**src/rtl/trap_unit.sv**
```systemverilog
// Trap unit: privilege mode, machine trap CSRs, trap entry and xRET with a one-cycle redirect.
// Optional supervisor support (S CSRs, medeleg delegation, sret) is built when SMODE_EN is defined.
module trap_unit #(
    parameter int              XLEN        = 32,
    parameter logic [XLEN-1:0] MTVEC_RESET = 32'h0000_0100
) (
    input  logic            clk,
    input  logic            rst,
    input  logic            valid,
    input  logic            raise_excep,
    input  logic [3:0]      excep_code,
    input  logic            ret,
    input  logic [1:0]      ret_from,
    input  logic [XLEN-1:0] pc,
    input  logic [XLEN-1:0] tval,
    input  logic            csr_we,
    input  logic [11:0]     csr_addr,
    input  logic [XLEN-1:0] csr_wdata,
    output logic [XLEN-1:0] csr_rdata,
    output logic [1:0]      mode,
    output logic            redirect,
    output logic [XLEN-1:0] redirect_pc,
    output logic            busy
);
    localparam logic [1:0]      PRIV_U     = 2'd0;
    localparam logic [1:0]      PRIV_M     = 2'd3;
    localparam logic [XLEN-1:0] ALIGN_MASK = {{(XLEN-2){1'b1}}, 2'b00};

    localparam logic [11:0] ADDR_MSTATUS = 12'h300;
    localparam logic [11:0] ADDR_MTVEC   = 12'h305;
    localparam logic [11:0] ADDR_MEPC    = 12'h341;
    localparam logic [11:0] ADDR_MCAUSE  = 12'h342;
    localparam logic [11:0] ADDR_MTVAL   = 12'h343;
`ifdef SMODE_EN
    localparam logic [1:0]  PRIV_S       = 2'd1;
    localparam logic [11:0] ADDR_STVEC   = 12'h105;
    localparam logic [11:0] ADDR_SEPC    = 12'h141;
    localparam logic [11:0] ADDR_SCAUSE  = 12'h142;
    localparam logic [11:0] ADDR_STVAL   = 12'h143;
    localparam logic [11:0] ADDR_MEDELEG = 12'h302;
`endif

    typedef enum logic [1:0] {IDLE, TRAP, RET} state_t;
    state_t state, next_state;

    logic            sie, mie, spie, mpie, spp;
    logic [1:0]      mpp;
    logic [XLEN-1:0] mtvec, mepc, mtval;
    logic [3:0]      mcause;
`ifdef SMODE_EN
    logic [XLEN-1:0] stvec, sepc, stval;
    logic [3:0]      scause;
    logic [15:0]     medeleg;
    logic            trap_deleg, lat_deleg, lat_sret;
`endif

    logic [XLEN-1:0] lat_pc, lat_tval, lat_target;
    logic [3:0]      lat_code;
    logic            req, ret_ok, take_trap, take_ret, csr_write;
    logic [3:0]      trap_code;
    logic [XLEN-1:0] trap_tval, trap_target;

    // Unsupported xRET flavours become an illegal-instruction trap (code 2) to mtvec.
    assign req       = (state == IDLE) && valid && (raise_excep || ret);
    assign take_trap = req && (raise_excep || !ret_ok);
    assign take_ret  = req && !take_trap;
    assign csr_write = (state == IDLE) && csr_we && !req;
    assign trap_code = raise_excep ? excep_code : 4'd2;
    assign trap_tval = raise_excep ? tval : '0;

    always_comb begin
        ret_ok      = (ret_from == PRIV_M);
        trap_target = mtvec;
`ifdef SMODE_EN
        ret_ok      = ret_ok || (ret_from == PRIV_S);
        trap_deleg  = raise_excep && (mode != PRIV_M) && medeleg[excep_code];
        if (trap_deleg) trap_target = stvec;
`endif
    end

    always_ff @(posedge clk) begin
        if (rst) state <= IDLE;
        else     state <= next_state;
    end

    always_comb begin
        next_state = IDLE;
        if (take_trap)     next_state = TRAP;
        else if (take_ret) next_state = RET;
    end

    always_comb begin
        redirect    = 1'b0;
        redirect_pc = '0;
        busy        = req;
        case (state)
            TRAP: begin
                redirect    = 1'b1;
                busy        = 1'b1;
                redirect_pc = lat_target;
            end
            RET: begin
                redirect    = 1'b1;
                busy        = 1'b1;
                redirect_pc = mepc;
`ifdef SMODE_EN
                if (lat_sret) redirect_pc = sepc;
`endif
            end
            default: ;
        endcase
    end

    // The request is captured at acceptance so the TRAP cycle does not depend on held inputs.
    always_ff @(posedge clk) begin
        if (rst) begin
            lat_pc     <= '0;
            lat_tval   <= '0;
            lat_target <= '0;
            lat_code   <= '0;
`ifdef SMODE_EN
            lat_deleg  <= 1'b0;
            lat_sret   <= 1'b0;
`endif
        end else if (take_trap) begin
            lat_pc     <= pc;
            lat_tval   <= trap_tval;
            lat_target <= trap_target;
            lat_code   <= trap_code;
`ifdef SMODE_EN
            lat_deleg  <= trap_deleg;
        end else if (take_ret) begin
            lat_sret   <= (ret_from == PRIV_S);
`endif
        end
    end

    always_ff @(posedge clk) begin
        if (rst) begin
            mode   <= PRIV_M;
            {sie, mie, spie, mpie, spp} <= '0;
            mpp    <= PRIV_U;
            mtvec  <= MTVEC_RESET & ALIGN_MASK;
            mepc   <= '0;
            mcause <= '0;
            mtval  <= '0;
`ifdef SMODE_EN
            stvec   <= '0;
            sepc    <= '0;
            scause  <= '0;
            stval   <= '0;
            medeleg <= '0;
`endif
        end else begin
            case (state)
                TRAP: begin
`ifdef SMODE_EN
                    if (lat_deleg) begin
                        sepc   <= lat_pc & ALIGN_MASK;
                        scause <= lat_code;
                        stval  <= lat_tval;
                        spie   <= sie;
                        sie    <= 1'b0;
                        spp    <= mode[0];
                        mode   <= PRIV_S;
                    end else begin
                        mepc   <= lat_pc & ALIGN_MASK;
                        mcause <= lat_code;
                        mtval  <= lat_tval;
                        mpie   <= mie;
                        mie    <= 1'b0;
                        mpp    <= mode;
                        mode   <= PRIV_M;
                    end
`else
                    mepc   <= lat_pc & ALIGN_MASK;
                    mcause <= lat_code;
                    mtval  <= lat_tval;
                    mpie   <= mie;
                    mie    <= 1'b0;
                    mpp    <= mode;
                    mode   <= PRIV_M;
`endif
                end
                RET: begin
`ifdef SMODE_EN
                    if (lat_sret) begin
                        mode <= {1'b0, spp};
                        sie  <= spie;
                        spie <= 1'b1;
                        spp  <= 1'b0;
                    end else begin
                        mode <= mpp;
                        mie  <= mpie;
                        mpie <= 1'b1;
                        mpp  <= PRIV_U;
                    end
`else
                    mode <= mpp;
                    mie  <= mpie;
                    mpie <= 1'b1;
                    mpp  <= PRIV_U;
`endif
                end
                default: begin
                    if (csr_write) begin
                        case (csr_addr)
                            ADDR_MSTATUS: begin
                                sie  <= csr_wdata[1];
                                mie  <= csr_wdata[3];
                                spie <= csr_wdata[5];
                                mpie <= csr_wdata[7];
                                spp  <= csr_wdata[8];
                                mpp  <= csr_wdata[12:11];
                            end
                            ADDR_MTVEC:   mtvec  <= csr_wdata & ALIGN_MASK;
                            ADDR_MEPC:    mepc   <= csr_wdata & ALIGN_MASK;
                            ADDR_MCAUSE:  mcause <= csr_wdata[3:0];
                            ADDR_MTVAL:   mtval  <= csr_wdata;
`ifdef SMODE_EN
                            ADDR_STVEC:   stvec   <= csr_wdata & ALIGN_MASK;
                            ADDR_SEPC:    sepc    <= csr_wdata & ALIGN_MASK;
                            ADDR_SCAUSE:  scause  <= csr_wdata[3:0];
                            ADDR_STVAL:   stval   <= csr_wdata;
                            ADDR_MEDELEG: medeleg <= csr_wdata[15:0];
`endif
                            default: ;
                        endcase
                    end
                end
            endcase
        end
    end

    always_comb begin
        csr_rdata = '0;
        case (csr_addr)
            ADDR_MSTATUS: begin
                csr_rdata[1]     = sie;
                csr_rdata[3]     = mie;
                csr_rdata[5]     = spie;
                csr_rdata[7]     = mpie;
                csr_rdata[8]     = spp;
                csr_rdata[12:11] = mpp;
            end
            ADDR_MTVEC:   csr_rdata      = mtvec;
            ADDR_MEPC:    csr_rdata      = mepc;
            ADDR_MCAUSE:  csr_rdata[3:0] = mcause;
            ADDR_MTVAL:   csr_rdata      = mtval;
`ifdef SMODE_EN
            ADDR_STVEC:   csr_rdata       = stvec;
            ADDR_SEPC:    csr_rdata       = sepc;
            ADDR_SCAUSE:  csr_rdata[3:0]  = scause;
            ADDR_STVAL:   csr_rdata       = stval;
            ADDR_MEDELEG: csr_rdata[15:0] = medeleg;
`endif
            default: ;
        endcase
    end
endmodule

```
**config.mk**
```make
export PLATFORM = sky130hd
export DESIGN_NAME = trap_unit
export DESIGN_NICKNAME = d
export VERILOG_FILES = /design/src/rtl/trap_unit.sv
export SDC_FILE = /design/constraint.sdc
export NUM_CORES = 1
export LEC_CHECK = 0
export ABC_CLOCK_PERIOD_IN_PS = 9290
export CAP_MARGIN = 15
export CORE_MARGIN = 3
export CORE_UTILIZATION = 55
export CTS_CLUSTER_SIZE = 30
export DETAILED_ROUTE_END_ITERATION = 8
export GPL_TIMING_DRIVEN = 0
export PLACE_DENSITY_LB_ADDON = 0.1
export SETUP_SLACK_MARGIN = 0.4
export SYNTH_ARGS = -nofsm -noshare
export SYNTH_HDL_FRONTEND = slang
export SYNTH_SLANG_ARGS = --single-unit
```
**constraint.sdc**
```tcl
create_clock -name clk -period 9.29 [get_ports clk]
set_input_delay 2.787 -clock clk [delete_from_list [all_inputs] [get_ports clk]]
set_output_delay 2.787 -clock clk [all_outputs]
set_load 0.05 [all_outputs]
```
Word level (Yosys, flattened, before mapping)

Cells that the tools add are included.

Equality and inequality tests: 8
Multiplexer cells: 37
Bitwise gates (word level): 2
Reductions and logical operators: 27

Operators with widths:

| operator               | number |
|---|---|
| $pmux W32 S2           | 3 |
| $mux W32               | 5 |
| $eq A12 B10 Y1 const B | 5 |
| $pmux W19 S3           | 1 |
| $pmux W2 S4            | 2 |
| $reduce_and A3 Y1      | 5 |
| $mux W4                | 3 |
| $pmux W1 S4            | 3 |
| $reduce_bool A2 Y1     | 5 |
| $pmux W1 S3            | 3 |
| $pmux W2 S2            | 2 |
| $pmux W4 S2            | 1 |
| $mux W1                | 7 |
| $logic_and A1 B1 Y1    | 6 |
| $mux W2                | 3 |
| $pmux W2 S3            | 1 |
| $reduce_bool A3 Y1     | 2 |
| $pmux W1 S5            | 1 |
| $eq A2 B2 Y1 const B   | 2 |
| $pmux W1 S2            | 2 |
| $reduce_or A2 Y1       | 2 |
| $logic_not A1 Y1       | 3 |
| $eq A2 B1 Y1 const B   | 1 |
| $logic_not A2 Y1       | 1 |
| 3 further kinds        | 5 |

Input bits: 120
Output and inout bits: 68
Logic and storage cells: 91
Register bits after elaboration: 207

Longest topological paths before layout

Word-level depth: 8
Mapped depth: 9
Gate-level depth less buffers: 6

Worst setup path after synthesis

Ideal clock, no wire load.

Path kind: input-to-output
Start: input port csr_addr[1]
End: output port csr_rdata[3]
Cell stages on the path: 4
Setup slack: 1,590 ps
Buffers on the path: 1
Data required time: 6,503 ps
Data arrival time: 4,913 ps
Path through: clkdlybuf4s15_2 nor4_2 a221oi_1 o21ai_0

Longest elaborated chain between the ends: 2

Ends and longest elaborated chain:

| element        | line | RTL |
|---|---|---|
| from (decl)    | 17   | `input logic [11:0] csr_addr,` |
| $eq A12 B10 Y1 | 237  | `case (csr_addr)` |
| $pmux W1 S5 *  | 237  |  |
| to (decl)      | 19   | `output logic [XLEN-1:0] csr_rdata,` |

Mark *: on every way between the ends. The rest lies on a longest branch, timed or not.

Worst setup path after layout

Start: input port csr_addr[3]
End: output port csr_rdata[13]

Longest elaborated chain between the ends: 2

Ends and longest elaborated chain:

| element        | line |
|---|---|
| $eq A12 B10 Y1 | 237 |
| $pmux W19 S3 * | 237 |

Marks and branches as above.

==> metrics.log <==
[metrics] quantity of I/O buffers inserted on ports: 180
[metrics] hold depth: 1
[metrics] number of vias per cell: 6.59
[metrics] area enclosed by the die boundary: 0.0180 mm²
[metrics] shortest clock period the worst path allows after layout: 8.83 ns
[metrics] cell types occupying the most area after synthesis: dfxtp_1 (45%), a22o_1 (12%), a21oi_1 (5.6%)
[metrics] Post-Route WL: 34400 µm
[metrics] number of maximum-capacitance violations: 0
[metrics] height of the die: 134 µm
[metrics] Max Fclk: 113 MHz
[metrics] FF-to-FF Start: state[0]
[metrics] Top-Level Pins: 188
[metrics] final setup TNS: 0 ns
[metrics] layout cell share with drive strength beyond 1: 5.21%
[metrics] Yosys warning total: 0
[metrics] leading area contributor after synthesis: dfxtp_1
[metrics] overflow left after global routing: 0
[metrics] number of DRC violations after detailed-routing iteration 0: 1236
[metrics] clock slew at reported path FFs: 0.06 ns
[metrics] leading cell types in the layout, fill and taps excluded: dfxtp_1 (203), clkdlybuf4s50_1 (180), a22o_1 (126)
[metrics] gp weighted congestion: 0.988
[metrics] worst clock skew: 0.0200 ns
[metrics] power per unit of standard cell area: 175 mW/mm²
[metrics] Setup Fix Bufs, Post-CTS: 0
[metrics] worst hold endpoint: lat_pc[4]
[metrics] wire length per cell after detailed routing: 23.8 µm
[metrics] distinct cell type count of the synthesized netlist: 54
[metrics] setup repair after global routing missed its margin: no
[metrics] start point of the worst min-delay path: lat_pc[4]
[metrics] cell mode on critical path: clkdlybuf4s50_1
[metrics] first-pass GRT wire length: 52400 µm
[metrics] Syn Std Cell Area: 0.00903 mm²
[metrics] cell count after synthesis: 1010
[metrics] endpoint arrival time on the critical path: 6.04 ns
[metrics] run status: finished, final reports clean
[metrics] hold crit path type: register to register
[metrics] Hold Buf Count CTS: 0
[metrics] CP peak stage delay: 0.83 ns
[metrics] required arrival time at the worst endpoint: 6.50 ns
[metrics] number of H-tree levels: 1
[metrics] clock tree root driver cell: clkbuf_16
[metrics] clock sink count: 203
[metrics] final setup vio count: 0
[metrics] critical path, cell by cell: clkdlybuf4s50_1 > or4_4 > buf_6 > nor3_2 > clkbuf_2 > a22oi_1 > nand2_1 > clkdlybuf4s50_1
[metrics] number of nets still failing antenna checks after routing: 0
[metrics] Num CTS Buffers: 22
[metrics] number of cells upsized or downsized after cts: 2
[metrics] sequential cell area fraction in the yosys report: 45.0%
[metrics] drc violations: 0
[metrics] worst slew pin tran: 1.07 ns
[metrics] post-synth top area share: 45.0%
[metrics] category of the worst setup path launch point: input pin
[metrics] WS Path Type: input pin to output pin
[metrics] leakage power figure: 4.14 nW
[metrics] critical path peak fanout: 10
[metrics] die extent in x: 134 µm
[metrics] destination of the worst register-to-register timing path: lat_target[2]
[metrics] via count: 9524
[metrics] ant diodes: 0
[metrics] Core Box Area: 0.0160 mm²
[metrics] most used flip-flop cell after synthesis: dfxtp_1
[metrics] number of fillers in the final layout: 1268
[metrics] most frequent standard cell in the layout excluding fill and tap cells: dfxtp_1
[metrics] worst vdd rail ir drop: 0.120 mV
[metrics] Top Family by Delay on Critical Path: buffers and inverters
[metrics] number of flops mapped to enable cells by yosys: 0
[metrics] master of the slowest instance on the critical path: clkdlybuf4s50_1
[metrics] number of antenna violations at the first check in global routing: 0
[metrics] total half-perimeter wirelength after legalization and detailed placement: 25200 µm
[metrics] worst reg2reg setup slack: 6.15 ns
[metrics] fin crit share: 95.1%
[metrics] area growth from synthesis to layout: 31.4%
[metrics] Mean Syn Cell Area: 8.94 µm²
[metrics] number of rows in the core area: 46
[metrics] via count of the first global-routing pass: 9137
[metrics] Critical path buffers and inverters: 4
[metrics] tightest slew margin relative to the limit: 28.1%
[metrics] pins over their slew limit: 0
[metrics] async set-or-reset flop fraction in the synthesized netlist: 0%
[metrics] number of iterations in the first detailed-routing pass: 7
[metrics] GR Util All Layers: 37.1%
[metrics] number of flip-flops and latches in the synthesized netlist: 203
[metrics] final standard cell utilization of the core: 74.1%
[metrics] cells on worst reg2reg path: 6
[metrics] CTS tree: done
[metrics] maximum number of pins on one net before global-route repair: 14
[metrics] Starting Density: 56.4%
[metrics] clock insertion delay at the later pin of the skew report: 0.52 ns
[metrics] final net count: 1338
[metrics] category of the worst setup path capture point: output pin
[metrics] final hold violation count: 0
[metrics] maximum number of buffers from clock root to sink: 3
==> synthesized netlist by cell type, types with 6 or more instances <==
library cell and n:
dfxtp_1 203, a22o_1 126, a21oi_1 101, clkbuf_1 90, nor2_1 72, o31ai_1 62
nand2_1 55, nor3_1 40, a211oi_1 36, nand4_1 35, a22oi_1 34, inv_1 33
o21bai_1 33, o21ai_0 10, nor4_1 7, clkbuf_8 6
==> worst max-delay path by stage <==
stage                start            end  depth (start not counted)
3_5_place_dp   csr_addr[3]  csr_rdata[13]                          8
3_3_place_gp   csr_addr[3]  csr_rdata[13]                          8
5_1_grt        csr_addr[3]  csr_rdata[12]                          8
4_1_cts        csr_addr[3]  csr_rdata[13]                          8
6_report       csr_addr[3]  csr_rdata[13]                          8
2_1_floorplan  csr_addr[1]   csr_rdata[3]                          4
==> report_power, final <==
| group | switching (mW) | total, mW | internal (mW) | leakage [nW] |
|---|---|---|---|---|
| clock network | 0.367 | 0.912 | 0.545 | 0.367 |
| registers | 0.0263 | 0.932 | 0.906 | 1.65 |
| logic | 0.130 | 0.227 | 0.0973 | 2.13 |
| total | 0.523 | 2.07 | 1.55 | 4.14 |
==> cell families (layout without fill, tap and decap cells) <==
| family | Yosys count | in the layout | synth area share [%] |
|---|---|---|---|
| adder cells (fa/ha/maj) | 3 | 3 | 0.416 |
| other | 1 | 2 | 0.0415 |
| multiplexers | 2 | 2 | 0.222 |
| AND/OR/NAND/NOR | 240 | 240 | 13.5 |
| AO/OA/AOI/OAI | 417 | 417 | 33.6 |
| buffers and inverters | 144 | 362 | 7.28 |
| flip-flops | 203 | 203 | 45.0 |
==> flip-flops by register name (all words and copies together), names as in the netlist <==
register and count:
lat_tval 32, mtval 32, lat_pc 30, lat_target 30, mepc 30, mtvec 30
lat_code 4, mcause 4, mode 2, mpp 2, state 2, mie 1
mpie 1, sie 1, spie 1, spp 1
==> metal layers <==
metal	global-route usage, %	vias up	share of wire, %
li1	-	4201	-
met1	49.3	4461	39
met2	55.6	694	44
met3	9.86	168	12
met4	19.1	0	5.8
met5	0	-	0
==> per-stage QoR <==
stage               power (mW)  setup WS [ns]  cell area, µm²  std cells  hold WS (ns)
finish                    2.07          0.459           11900       1445         0.478
floorplan                 1.05           1.59            9030       1011         0.442
detailed placement        1.17          0.141           11100       1407         0.464
global route              2.11          0.421           11900       1445         0.493
CTS                       2.06          0.404           11900       1445         0.470
global placement          1.17          0.148           11100       1407         0.451
==> cell type report <==
class | count | area (µm²) | share of cell area [%]
tap | 216 | 270 | 2.28
multi-input combinational | 664 | 4320 | 36.4
sequential | 203 | 4060 | 34.3
clock buffer | 29 | 607 | 5.12
inverter | 33 | 124 | 1.04
clock inverter | 9 | 139 | 1.17
buffer | 111 | 538 | 4.54
timing repair buffer | 180 | 1800 | 15.2
Note: power is estimated with default switching activity, not from simulation.
